## src/rtl/mem_slot_arbiter_pkg.sv

```systemverilog
// mem_slot_arbiter_pkg: shared widths, slot numbers and requester ids for the memory slot arbiter.
package mem_slot_arbiter_pkg;
  localparam int DATAWIDTH = 16;
  localparam int ADDRWIDTH = 16;
  localparam logic [2:0] SLOT_VGA_FB = 3'd0;
  localparam logic [2:0] SLOT_VGA_GL = 3'd1;
  localparam logic [2:0] SLOT_LAST = 3'd7;
  typedef enum logic {REQ_CPU = 1'b0, REQ_DMA = 1'b1} req_id_e;
endpackage

```

## src/rtl/mem_slot_arbiter_rr_grant2.sv

```systemverilog
// rr_grant2: two-requester round-robin grant, masking requesters still finishing their previous access.
module rr_grant2
  import mem_slot_arbiter_pkg::*;
(
  input  logic       clk,
  input  logic       rst,
  input  logic [1:0] req,
  input  logic [1:0] pending,
  input  logic       enable,
  output logic [1:0] grant
);
  req_id_e ptr;
  logic [1:0] elig;
  always_comb begin
    elig = enable ? (req & ~pending) : 2'b00;
    grant = (&elig) ? ((ptr == REQ_CPU) ? 2'b01 : 2'b10) : elig;
  end
  always_ff @(posedge clk or posedge rst)
    if (rst) ptr <= REQ_CPU;
    else if (grant[0]) ptr <= REQ_DMA;
    else if (grant[1]) ptr <= REQ_CPU;
endmodule

```

## src/rtl/mem_slot_arbiter.sv

```systemverilog
// mem_slot_arbiter: TDM arbiter of the shared memory port; slots 0/1 feed VGA, slots 2..7 serve CPU/DMA.
// ARB_BLANK_RELEASE_EN: when defined, slots 0/1 are also arbitrated while vga_active is low.
module mem_slot_arbiter #(
  parameter int DATAWIDTH = mem_slot_arbiter_pkg::DATAWIDTH,
  parameter int ADDRWIDTH = mem_slot_arbiter_pkg::ADDRWIDTH
) (
  input  logic                 clk,
  input  logic                 rst,
  input  logic [ADDRWIDTH-1:0] vga_addr,
  input  logic                 vga_active,
  output logic [DATAWIDTH-1:0] glyph_num,
  output logic [DATAWIDTH-1:0] glyph_pixels,
  output logic [2:0]           acnt,
  input  logic                 cpu_req,
  input  logic                 cpu_we,
  input  logic [ADDRWIDTH-1:0] cpu_addr,
  input  logic [DATAWIDTH-1:0] cpu_wdata,
  output logic                 cpu_ack,
  output logic [DATAWIDTH-1:0] cpu_rdata,
  input  logic                 dma_req,
  input  logic                 dma_we,
  input  logic [ADDRWIDTH-1:0] dma_addr,
  input  logic [DATAWIDTH-1:0] dma_wdata,
  output logic                 dma_ack,
  output logic [DATAWIDTH-1:0] dma_rdata,
  output logic [ADDRWIDTH-1:0] mem_addr,
  output logic                 mem_we,
  output logic [DATAWIDTH-1:0] mem_wdata,
  input  logic [DATAWIDTH-1:0] mem_rdata
);
  import mem_slot_arbiter_pkg::*;
  logic vga_slot;
  logic [1:0] grant, pend, rd_pend;
  logic [ADDRWIDTH-1:0] addr_q;
  logic [DATAWIDTH-1:0] wdata_q, gn_q, gp_q, cpu_rd_q, dma_rd_q;
`ifdef ARB_BLANK_RELEASE_EN
  assign vga_slot = (acnt <= SLOT_VGA_GL) && vga_active;
`else
  logic unused_vga_active;
  assign unused_vga_active = vga_active;
  assign vga_slot = acnt <= SLOT_VGA_GL;
`endif
  rr_grant2 u_rr (
    .clk(clk),
    .rst(rst),
    .req({dma_req, cpu_req}),
    .pending(pend),
    .enable(~vga_slot),
    .grant(grant)
  );
  // Idle slots keep the last address on the bus; reset forces the bus to zero.
  always_comb begin
    mem_addr = rst ? '0 : grant[1] ? dma_addr : grant[0] ? cpu_addr : vga_slot ? vga_addr : addr_q;
    mem_we = !rst && (grant[1] ? dma_we : (grant[0] && cpu_we));
    mem_wdata = rst ? '0 : grant[1] ? dma_wdata : grant[0] ? cpu_wdata : wdata_q;
    glyph_num = (acnt == SLOT_VGA_GL) ? mem_rdata : gn_q;
    glyph_pixels = (acnt == SLOT_VGA_GL + 3'd1) ? mem_rdata : gp_q;
    cpu_ack = pend[0];
    dma_ack = pend[1];
    cpu_rdata = rd_pend[0] ? mem_rdata : cpu_rd_q;
    dma_rdata = rd_pend[1] ? mem_rdata : dma_rd_q;
  end
  always_ff @(posedge clk or posedge rst)
    if (rst) begin
      acnt <= SLOT_VGA_FB;
      pend <= '0;
      rd_pend <= '0;
      addr_q <= '0;
      wdata_q <= '0;
      gn_q <= '0;
      gp_q <= '0;
      cpu_rd_q <= '0;
      dma_rd_q <= '0;
    end else begin
      acnt <= (acnt == SLOT_LAST) ? SLOT_VGA_FB : acnt + 3'd1;
      pend <= grant;
      rd_pend <= grant & ~{dma_we, cpu_we};
      addr_q <= mem_addr;
      wdata_q <= mem_wdata;
      if (acnt == SLOT_VGA_GL) gn_q <= mem_rdata;
      if (acnt == SLOT_VGA_GL + 3'd1) gp_q <= mem_rdata;
      if (rd_pend[0]) cpu_rd_q <= mem_rdata;
      if (rd_pend[1]) dma_rd_q <= mem_rdata;
    end
endmodule

```

## config.mk

```make
export PLATFORM = sky130hd
export DESIGN_NAME = mem_slot_arbiter
export DESIGN_NICKNAME = d
export VERILOG_FILES = /design/src/rtl/mem_slot_arbiter_pkg.sv /design/src/rtl/mem_slot_arbiter_rr_grant2.sv /design/src/rtl/mem_slot_arbiter.sv
export SDC_FILE = /design/constraint.sdc
export NUM_CORES = 1
export LEC_CHECK = 0
export ABC_AREA = 1
export BUFFER_PORTS_ARGS = -buffer_cell sky130_fd_sc_hd__clkbuf_2
export CAP_MARGIN = 20
export CORE_ASPECT_RATIO = 0.6
export CORE_UTILIZATION = 40
export CTS_CLUSTER_DIAMETER = 150
export CTS_CLUSTER_SIZE = 10
export DETAILED_ROUTE_END_ITERATION = 8
export GPL_TIMING_DRIVEN = 0
export PLACE_DENSITY = 0.74
export REMOVE_ABC_BUFFERS = 1
export SLEW_MARGIN = 15
export SYNTH_ARGS = -nofsm -noshare
export SYNTH_HDL_FRONTEND = slang
export SYNTH_SLANG_ARGS = --single-unit
```

## constraint.sdc

```tcl
create_clock -name clk -period 3.5 [get_ports clk]
set_input_delay 0.175 -clock clk [delete_from_list [all_inputs] [get_ports clk]]
set_output_delay 0.175 -clock clk [all_outputs]
set_load 0.02 [all_outputs]
```

==> results of run 1 <==
==> sequential cells by signal, indices dropped and copies added (netlist names) <==
register / flops
acnt: 3
addr_q: 16
cpu_rd_q: 16
dma_rd_q: 16
gn_q: 16
gp_q: 16
pend: 2
rd_pend: 2
u_rr.ptr: 1
wdata_q: 16
==> stage by stage <==
step	area (µm²)	utilization
2_1_floorplan	4551	-
3_3_place_gp	5767	0.5054
3_5_place_dp	5822	0.5102
4_1_cts	6137	0.5378
5_1_grt	6165	0.5402
6_report	6165	0.5402
==> worst max path at each step <==
stage	start	cells past startpoint	to
detailed placement	acnt[1]	10	mem_addr[9]
global placement	rst	2	gn_q[2]
finish	acnt[1]	10	mem_addr[8]
global route	acnt[1]	10	mem_addr[13]
floorplan	rst	1	acnt[0]
CTS	acnt[1]	10	mem_addr[9]
==> power by group <==
group	switching [W]	total, W	leakage [nW]	internal, W
Clock	0.000450	0.00101	0.144	0.000562
Sequential	0.0000401	0.00139	1.25	0.00135
Combinational	0.000429	0.000641	2.14	0.000213
Total	0.000918	0.00304	3.53	0.00212
==> layout by cell type, fill, tap and decap left out, types with 3 or more instances in the layout <==
cell       Yosys  routed
o21bai_1      16      16
clkbuf_16      0       9
o21ai_0       32      32
a21oi_1       65      65
inv_6          0       3
nand3_1       33      33
inv_1         56      55
nand2_1      135     134
nor2_1        70      70
dfrtp_1      104     104
clkbuf_2       0     203
ha_1           4       4
==> cell type report <==
| cell class | instances | area, µm² |
|---|---|---|
| clock buffer | 9 | 225.2 |
| clock inverter | 6 | 75.07 |
| fill | 1095 | 5246 |
| inverter | 58 | 222.7 |
| multi-input combinational | 365 | 1738 |
| sequential | 104 | 2603 |
| tap | 160 | 200.2 |
| timing repair buffer | 207 | 1101 |
==> timing repair <==
action | in CTS | in global routing
hold endpoints to repair | 1 | 0
endpoints found under the setup margin | 15 | 0
resized for setup | 1 | 0
hold buffers | 1 | 0
==> per-layer routing <==
| layer | global-route usage | vias up |
|---|---|---|
| met5 | 0 | - |
| met4 | 0.04985 | 0 |
| met3 | 0.05470 | 8 |
| met2 | 0.2923 | 139 |
| met1 | 0.2897 | 1876 |
| li1 | - | 2136 |
==> critical path, stage by stage, from the launching register on <==
cell	delay (ns)
dfrtp_1	0.47
inv_1	0.07
ha_1	0.24
nand2_4	0.45
nand2_8	0.22
nor2_8	0.56
nand2_1	0.11
nand2_1	0.09
nor2_1	0.04
nor2_1	0.15
clkbuf_2	0.20
==> kinds of logic after synthesis <==
kind of cell,share of synthesized area
compound gates,0.1329
fa+ha+maj,0.01055
buf+inv,0.08700
flops,0.5484
simple gates,0.2212
==> flow_summary.ini, run 1 <==
[detailed_routing]
wirelength_mm = 12.05
topRoutingLayerUsed = met4
drc = 0
wl_met3_um = 823
first_iter_violations = 160
viasPerCell = 4.575
drt-pass1-iter-count = 4
met1_length_mm = 5.992
dr_total_vias = 4159
ant_nets = 0
wl_met2_mm = 5.155
wl_per_cell_um = 13.26

[synthesis]
syn_area_per_cell_um2 = 8.505
netlist_area_um2 = 4746
synth_area_leaders = dfrtp_1 55%, nand2_1 11%, a21oi_1 6.9%
synth_cell_types = 22
synth_edf_count = 0
yosys_warnings = 0
syn_inst = 558
synth_top_flop_cell = dfrtp_1
yosysTopAreaCellShare = 0.5484
ys_seq_area_frac = 0.5484
synthArstFlopShare = 1.000
yosysTopAreaCell = dfrtp_1
yosys-top-cells-count = 135 x nand2_1, 104 x dfrtp_1, 70 x nor2_1
yosysMostFrequentCell = nand2_1
synth_seq_cells = 104

[worst_setup_path]
cp.arrival_ns = 3.03
worstPathRequired_ns = 3.32
cp_max_fo = 50
worst-setup-path-type = register to output pin
ff2ff_setup_slack_ns = 0.91
cp-start-kind = register
reg2reg_to = addr_q[8]
ff2ff_path_depth = 9
crit_path_end_kind = output pin
reg2reg_from = acnt[1]

[timing]
finalSetupTns_ns = 0
finalCritPeriodShare = 0.9165
finalHoldViolCount = 0
max_freq_mhz = 311.8
holdWs_ns = 0.01828
finClkSkew_ns = 0.01078
slew_violations = 0
setup_violations = 0
rsz0062_at_grt = false
fin_crit_ns = 3.208
relSlewSlack = 0.2970
worstMarginPinSlew_ns = 1.055
setup_slack_ns = 0.2924

[hold_path]
whs_path_depth = 2
min_to = rd_pend[1]
timing.hold.worst.start = dma_we
hp-class = input port to register

[placement]
hpwl_mm = 8.410
gp_congestion = 0.7709
dp_slack_ns = 0.3293
dpl.cell_count = 892
port-buffer-count = 203

[floorplanning]
io_pins = 205
die_y_um = 86.37
initial_utilization = 0.4159
row_count = 30
dieWidth_um = 142.6
die_area_um2 = 12320
core_um2 = 11410

[global_routing]
grt_use_total = 0.1989
grt_max_degree = 58
gr-total-overflow = 0
first_global_vias = 3731
grt_pass1_wl_mm = 18.95
antenna_found_initial = 0

[clock_network]
cts_tree = yes
h-tree-depth = 3
cts_buffers = 9
cts_root_buf = clkbuf_16
clk_latency_ns = 0.34
postCtsSetupRepairBufs = 0
cts_buffer_depth = 2
clk_pin_slew_ns = 0.07
clock_sinks = 104

[power]
power_density_nw_per_um2 = 492.9
total_power_w = 0.003039
p_leak_nw = 3.528
vdd_drop_max_v = 0.0002613

[cells_and_area]
nNetsFinal = 852
drive_gt1_frac = 0.3124
area_growth_pct = 29.90
instances_no_fill = 909
antenna_cells = 0

[run]
drv_cap = 0

[outcome]
status = finished clean
Note: power is estimated with default switching activity, not from simulation.
==> inputs of run 2 (changes only) <==
--- a/config.mk
+++ b/config.mk
@@ -8,7 +8,6 @@
 export ABC_AREA = 1
 export BUFFER_PORTS_ARGS = -buffer_cell sky130_fd_sc_hd__clkbuf_2
 export CAP_MARGIN = 20
-export CORE_ASPECT_RATIO = 0.6
 export CORE_UTILIZATION = 40
 export CTS_CLUSTER_DIAMETER = 150
 export CTS_CLUSTER_SIZE = 10
@@ -20,3 +19,4 @@
 export SYNTH_ARGS = -nofsm -noshare
 export SYNTH_HDL_FRONTEND = slang
 export SYNTH_SLANG_ARGS = --single-unit
+export TNS_END_PERCENT = 20
==> run 2 against run 1 <==
Total power is 1.1% lower; clock power barely moved; critical path depth unchanged; global-route usage grew 1.1 points; flip-flop and latch count unchanged.
==> flow_summary.ini, run 2 (synthesis results as in run 1) <==
[outcome]
status = finished clean

[timing]
setup_slack_ns = 0.3453
worstMarginPinSlew_ns = 1.081
finalHoldViolCount = 0
relSlewSlack = 0.2792
rsz0062_at_grt = false
slew_violations = 0
finalCritPeriodShare = 0.9014
fin_crit_ns = 3.155
finalSetupTns_ns = 0
setup_violations = 0
max_freq_mhz = 317.0
finClkSkew_ns = 0.005773

[placement]
dp_slack_ns = 0.3773
hpwl_mm = 8.363
port-buffer-count = 203
gp_congestion = 0.7900
dpl-instance-area_um2 = 5801

[detailed_routing]
dr_total_vias = 4225
drt-pass1-iter-count = 6
ant_nets = 0
wl_per_cell_um = 13.55
viasPerCell = 4.731
first_iter_violations = 206
drc = 0
wirelength_mm = 12.10

[worst_setup_path]
reg2reg_to = addr_q[3]
ff2ff_setup_slack_ns = 0.98
cp.arrival_ns = 2.98
worstPathRequired_ns = 3.32
ff2ff_path_depth = 9
crit_path_end_kind = output pin
worst-setup-path-type = register to output pin
reg2reg_from = acnt[1]
cp-start-kind = register
cp_max_fo = 50

[power]
total_power_w = 0.003005
p_leak_nw = 3.515
power_density_nw_per_um2 = 491.4
vdd_drop_max_v = 0.0004924

[clock_network]
clk_latency_ns = 0.35
clk_pin_slew_ns = 0.07
cts_buffer_depth = 2
cts_tree = yes
cts_root_buf = clkbuf_16
postCtsSetupRepairBufs = 0
clock_sinks = 104
cts_buffers = 9
h-tree-depth = 3

[cells_and_area]
seq_area_um2 = 2603
area_growth_pct = 28.87
final_area_um2 = 6116
final_cell_mix = 203 x clkbuf_2, 134 x nand2_1, 104 x dfrtp_1
antenna_cells = 0
mostFrequentLayoutCell = clkbuf_2
nNetsFinal = 852
fin_util = 0.5333
drive_gt1_frac = 0.3120
n_fill_cell = 1086
multi_input_area_um2 = 1738

[global_routing]
antenna_found_initial = 0
grt_pass1_wl_mm = 20.57
gr-total-overflow = 0
grt_max_degree = 72
first_global_vias = 4147
grt_use_total = 0.2095

[hold_path]
timing.hold.worst.start = mem_rdata[7]
whs_path_depth = 3
hp-class = input port to register
min_to = dma_rd_q[7]

[floorplanning]
die_y_um = 110.9
die_area_um2 = 12300
dieWidth_um = 110.9
core_um2 = 11470
io_pins = 205
row_count = 39
initial_utilization = 0.4139

[run]
drv_cap = 0
[run 2: critical path: stages (launching register included)]
cell and delay, ns:
dfrtp_1 0.47, inv_1 0.07, ha_1 0.23, nand2_4 0.45, nand2_8 0.21, nor2_8 0.56, nand2_1 0.11, nand2_1 0.09
nor2_1 0.05, nor2_1 0.17, clkbuf_2 0.20
[run 2: routing by layer]
metal	global-route usage	part of all wire	vias up
li1	-	-	2136
met2	0.3379	0.45	186
met4	0.04800	0.010	0
met5	0	0	-
met3	0.07436	0.087	10
met1	0.2702	0.45	1893
[run 2: how the worst max path moves through the flow]
stage / startpoint / to
final: acnt[1] / mem_addr[3]
after global routing: acnt[1] / mem_addr[14]
after CTS: acnt[1] / mem_addr[3]
after detailed placement: acnt[0] / mem_addr[3]
after global placement: rst / cpu_rd_q[15]
after floorplan: rst / acnt[0]
[run 2: where the power goes]
| group | internal [W] | leakage (nW) | switching (W) |
|---|---|---|---|
| combinational | 0.000213 | 2.13 | 0.000428 |
| sequential | 0.00135 | 1.25 | 0.0000406 |
| clock | 0.000512 | 0.139 | 0.000467 |
[run 2: final cells by class]
type / instances / area share
Tap cell: 143 / 0.02926
Clock buffer: 10 / 0.03908
Inverter: 58 / 0.03642
Sequential cell: 104 / 0.4255
Multi-Input combinational cell: 365 / 0.2842
Clock inverter: 6 / 0.008388
Timing Repair Buffer: 207 / 0.1772
[run 2: metrics by stage]
step,instances,hold WS [ns]
2_1_floorplan,527,0.2414
3_3_place_gp,873,0.3453
3_5_place_dp,875,0.3521
4_1_cts,893,0.1015
5_1_grt,893,0.1139
6_report,893,0.1185
[run 2: timing repair]
item                                   in CTS  in global routing
endpoints found under the hold margin       2                  0
hold buffers                                2                  0
resized for setup                           1                  0
setup endpoints to repair                   9                  0
==> inputs of run 3 (changes only) <==
--- a/config.mk
+++ b/config.mk
@@ -5,7 +5,6 @@
 export SDC_FILE = /design/constraint.sdc
 export NUM_CORES = 1
 export LEC_CHECK = 0
-export ABC_AREA = 1
 export BUFFER_PORTS_ARGS = -buffer_cell sky130_fd_sc_hd__clkbuf_2
 export CAP_MARGIN = 20
 export CORE_UTILIZATION = 40
==> run 3 against run 2 <==
Wire length shrank 5.9%; first-iteration DRC count is 20% lower; critical path depth fell by 1; global-route usage is 1.8 points lower; flip-flop and latch count is the same; sequential power hardly changed; count of clock-buffer cells in the layout did not move; clock power down 6.6%; via count down 16%; register-to-register slack improved by 0.08 ns; critical endpoint is now mem_addr[10]; design area shrank 0.10%.
==> flow_summary.ini, run 3 <==
[synthesis]
syn_inst = 384
synth_top_flop_cell = dfrtp_1
synthAdderAreaFrac = 0.01068
synth_area_leaders = dfrtp_1 56%, mux2_2 12%, mux2i_1 6.8%
synth_seq_cells = 104
synth_compound_area_frac = 0.1142
yosys-top-cells-count = 104 x dfrtp_1, 65 x nand2_1, 48 x mux2_2
synth_cell_types = 25
synth_mux_area_frac = 0.1836
synth_top_family_by_area = multiplexers
yosys_warnings = 0
ys_seq_area_frac = 0.5551
yosysTopAreaCellShare = 0.5551
synthArstFlopShare = 1.000
syn_area_per_cell_um2 = 12.21
netlist_area_um2 = 4688
yosysMostFrequentCell = dfrtp_1
synth-simple-area-share = 0.09528
synth_edf_count = 0
yosysTopAreaCell = dfrtp_1
synth_xor_area_frac = 0

[placement]
hpwl_mm = 8.141
port-buffer-count = 203
gp_congestion = 0.7519
dpl-instance-area_um2 = 5812

[cells_and_area]
mostFrequentLayoutCell = clkbuf_2
area_growth_pct = 30.32
antenna_cells = 0
nNetsFinal = 682
drive_gt1_frac = 0.5320
final_cell_mix = 203 x clkbuf_2, 104 x dfrtp_1, 65 x nand2_1
final_area_um2 = 6110

[timing]
finalHoldViolCount = 0
finalCritPeriodShare = 0.8805
worstMarginPinSlew_ns = 0.9356
finClkSkew_ns = 0.006933
relSlewSlack = 0.3763
slew_violations = 0
fin_crit_ns = 3.082
max_freq_mhz = 324.5
rsz0062_at_grt = false
setup_violations = 0

[worst_setup_path]
cp.arrival_ns = 2.91
cp-start-kind = register
worstPathRequired_ns = 3.32
worst-setup-path-type = register to output pin
cp_max_fo = 34
cp-startpoint = acnt[1]
reg2reg_from = acnt[1]
crit_path_end_kind = output pin

[clock_network]
postCtsSetupRepairBufs = 0
clock_sinks = 104
h-tree-depth = 3
cts_tree = yes
cts_buffers = 9
clk_pin_slew_ns = 0.07
clk_latency_ns = 0.34
cts_buffer_depth = 2
cts_root_buf = clkbuf_16

[power]
power_frac_seq = 0.472
combPwrFrac = 0.215
total_power_w = 0.002921
vdd_drop_max_v = 0.0004221
power_density_nw_per_um2 = 478.1
power.internal_w = 0.002070
p_leak_nw = 3.318
switching_share = 0.2913
p_switching_w = 0.0008508
pwr-share-clk = 0.313

[detailed_routing]
ant_nets = 0
dr_total_vias = 3543
drt-pass1-iter-count = 4
drc = 0
first_iter_violations = 164
wl_per_cell_um = 15.77
wirelength_mm = 11.38
viasPerCell = 4.907

[hold_path]
timing.hold.worst.start = dma_we
hp-class = input port to register

[floorplanning]
die_area_um2 = 12160
die_y_um = 110.3
core_um2 = 11420
row_count = 39
dieWidth_um = 110.3
initial_utilization = 0.4106
io_pins = 205

[global_routing]
grt_pass1_wl_mm = 17.37
gr-total-overflow = 0
antenna_found_initial = 0
grt_max_degree = 61
first_global_vias = 3591
grt_use_total = 0.1919

[run]
drv_cap = 0

[outcome]
status = finished clean
run 3: cell type report:
type	instances	area, µm²
well taps	143	178.9
flip-flops and latches	104	2603
inverters	6	35.03
repair buffers	208	1129
clock buffers	10	229.0
fillers	1028	5309
clock inverters	5	35.03
multi-input cells	246	1901
run 3: final timing paths:
kind / to / slack, ns / cells after the start
hold / removal: rd_pend[1] / 0.02 / 2
hold reg to reg: gp_q[1] / 0.48 / 2
max in group asynchronous: cpu_rd_q[8] / 2.53 / 4
setup reg to reg: addr_q[10] / 1.06 / 8
min in group asynchronous: wdata_q[3] / 0.36 / 3
setup / recovery: mem_addr[10] / 0.42 / 9
run 3: worst max-delay path, cell delays in order, from the launching register on:
cell      delay (ns)
dfrtp_1         0.43
inv_1           0.08
ha_1            0.17
o21ba_4         0.19
nor2_8          0.33
or3_4           0.52
inv_8           0.16
a211o_1         0.28
a21oi_2         0.17
clkbuf_2        0.21
run 3: repair_timing:
item	CTS	global route
endpoints found under the setup margin	0	14
hold endpoints to repair	1	0
hold buffers	1	0
resized for setup	0	1
run 3: cells by family (layout without fill, tap and decap cells):
logic type | after synthesis | in the layout
buffers and inverters | 34 | 229
muxes | 80 | 80
and+or+nand+nor | 110 | 110
AOI/OAI and AO/OA | 52 | 52
DFF | 104 | 104
adders and majority gates | 4 | 4
run 3: per-stage QoR:
stage / setup slack (ns) / hold slack [ns] / util / std cells / setup TNS [ns]
after floorplan: 0.4607 / 0.2414 / - / 356 / 0
after global placement: -1.307 / 0.3515 / 0.5010 / 702 / -134.84
after detailed placement: 0.4766 / 0.3526 / 0.5090 / 705 / 0
after CTS: 0.07981 / 0.001807 / 0.5330 / 721 / 0
after global routing: 0.2218 / 0.001953 / 0.5351 / 722 / 0
final: 0.4182 / 0.02171 / 0.5351 / 722 / 0
run 3: routing by layer:
layer	routed length, µm	GRT usage	up-vias
li1	-	-	1693
met1	4576	0.2096	1694
met2	5581	0.3296	150
met3	1162	0.09171	6
met4	63	0.05639	0
met5	0	0	-
run 3: power by group through the flow:
| stage | sequential (W) | combinational [W] | clock, W |
|---|---|---|---|
| 2_1_floorplan | 0.00139 | 0.000391 | 0 |
| 3_3_place_gp | 0.00140 | 0.000613 | 0 |
| 3_5_place_dp | 0.00140 | 0.000632 | 0 |
| 4_1_cts | 0.00138 | 0.000636 | 0.000947 |
| 5_1_grt | 0.00140 | 0.000688 | 0.000996 |
| 6_report | 0.00138 | 0.000629 | 0.000914 |
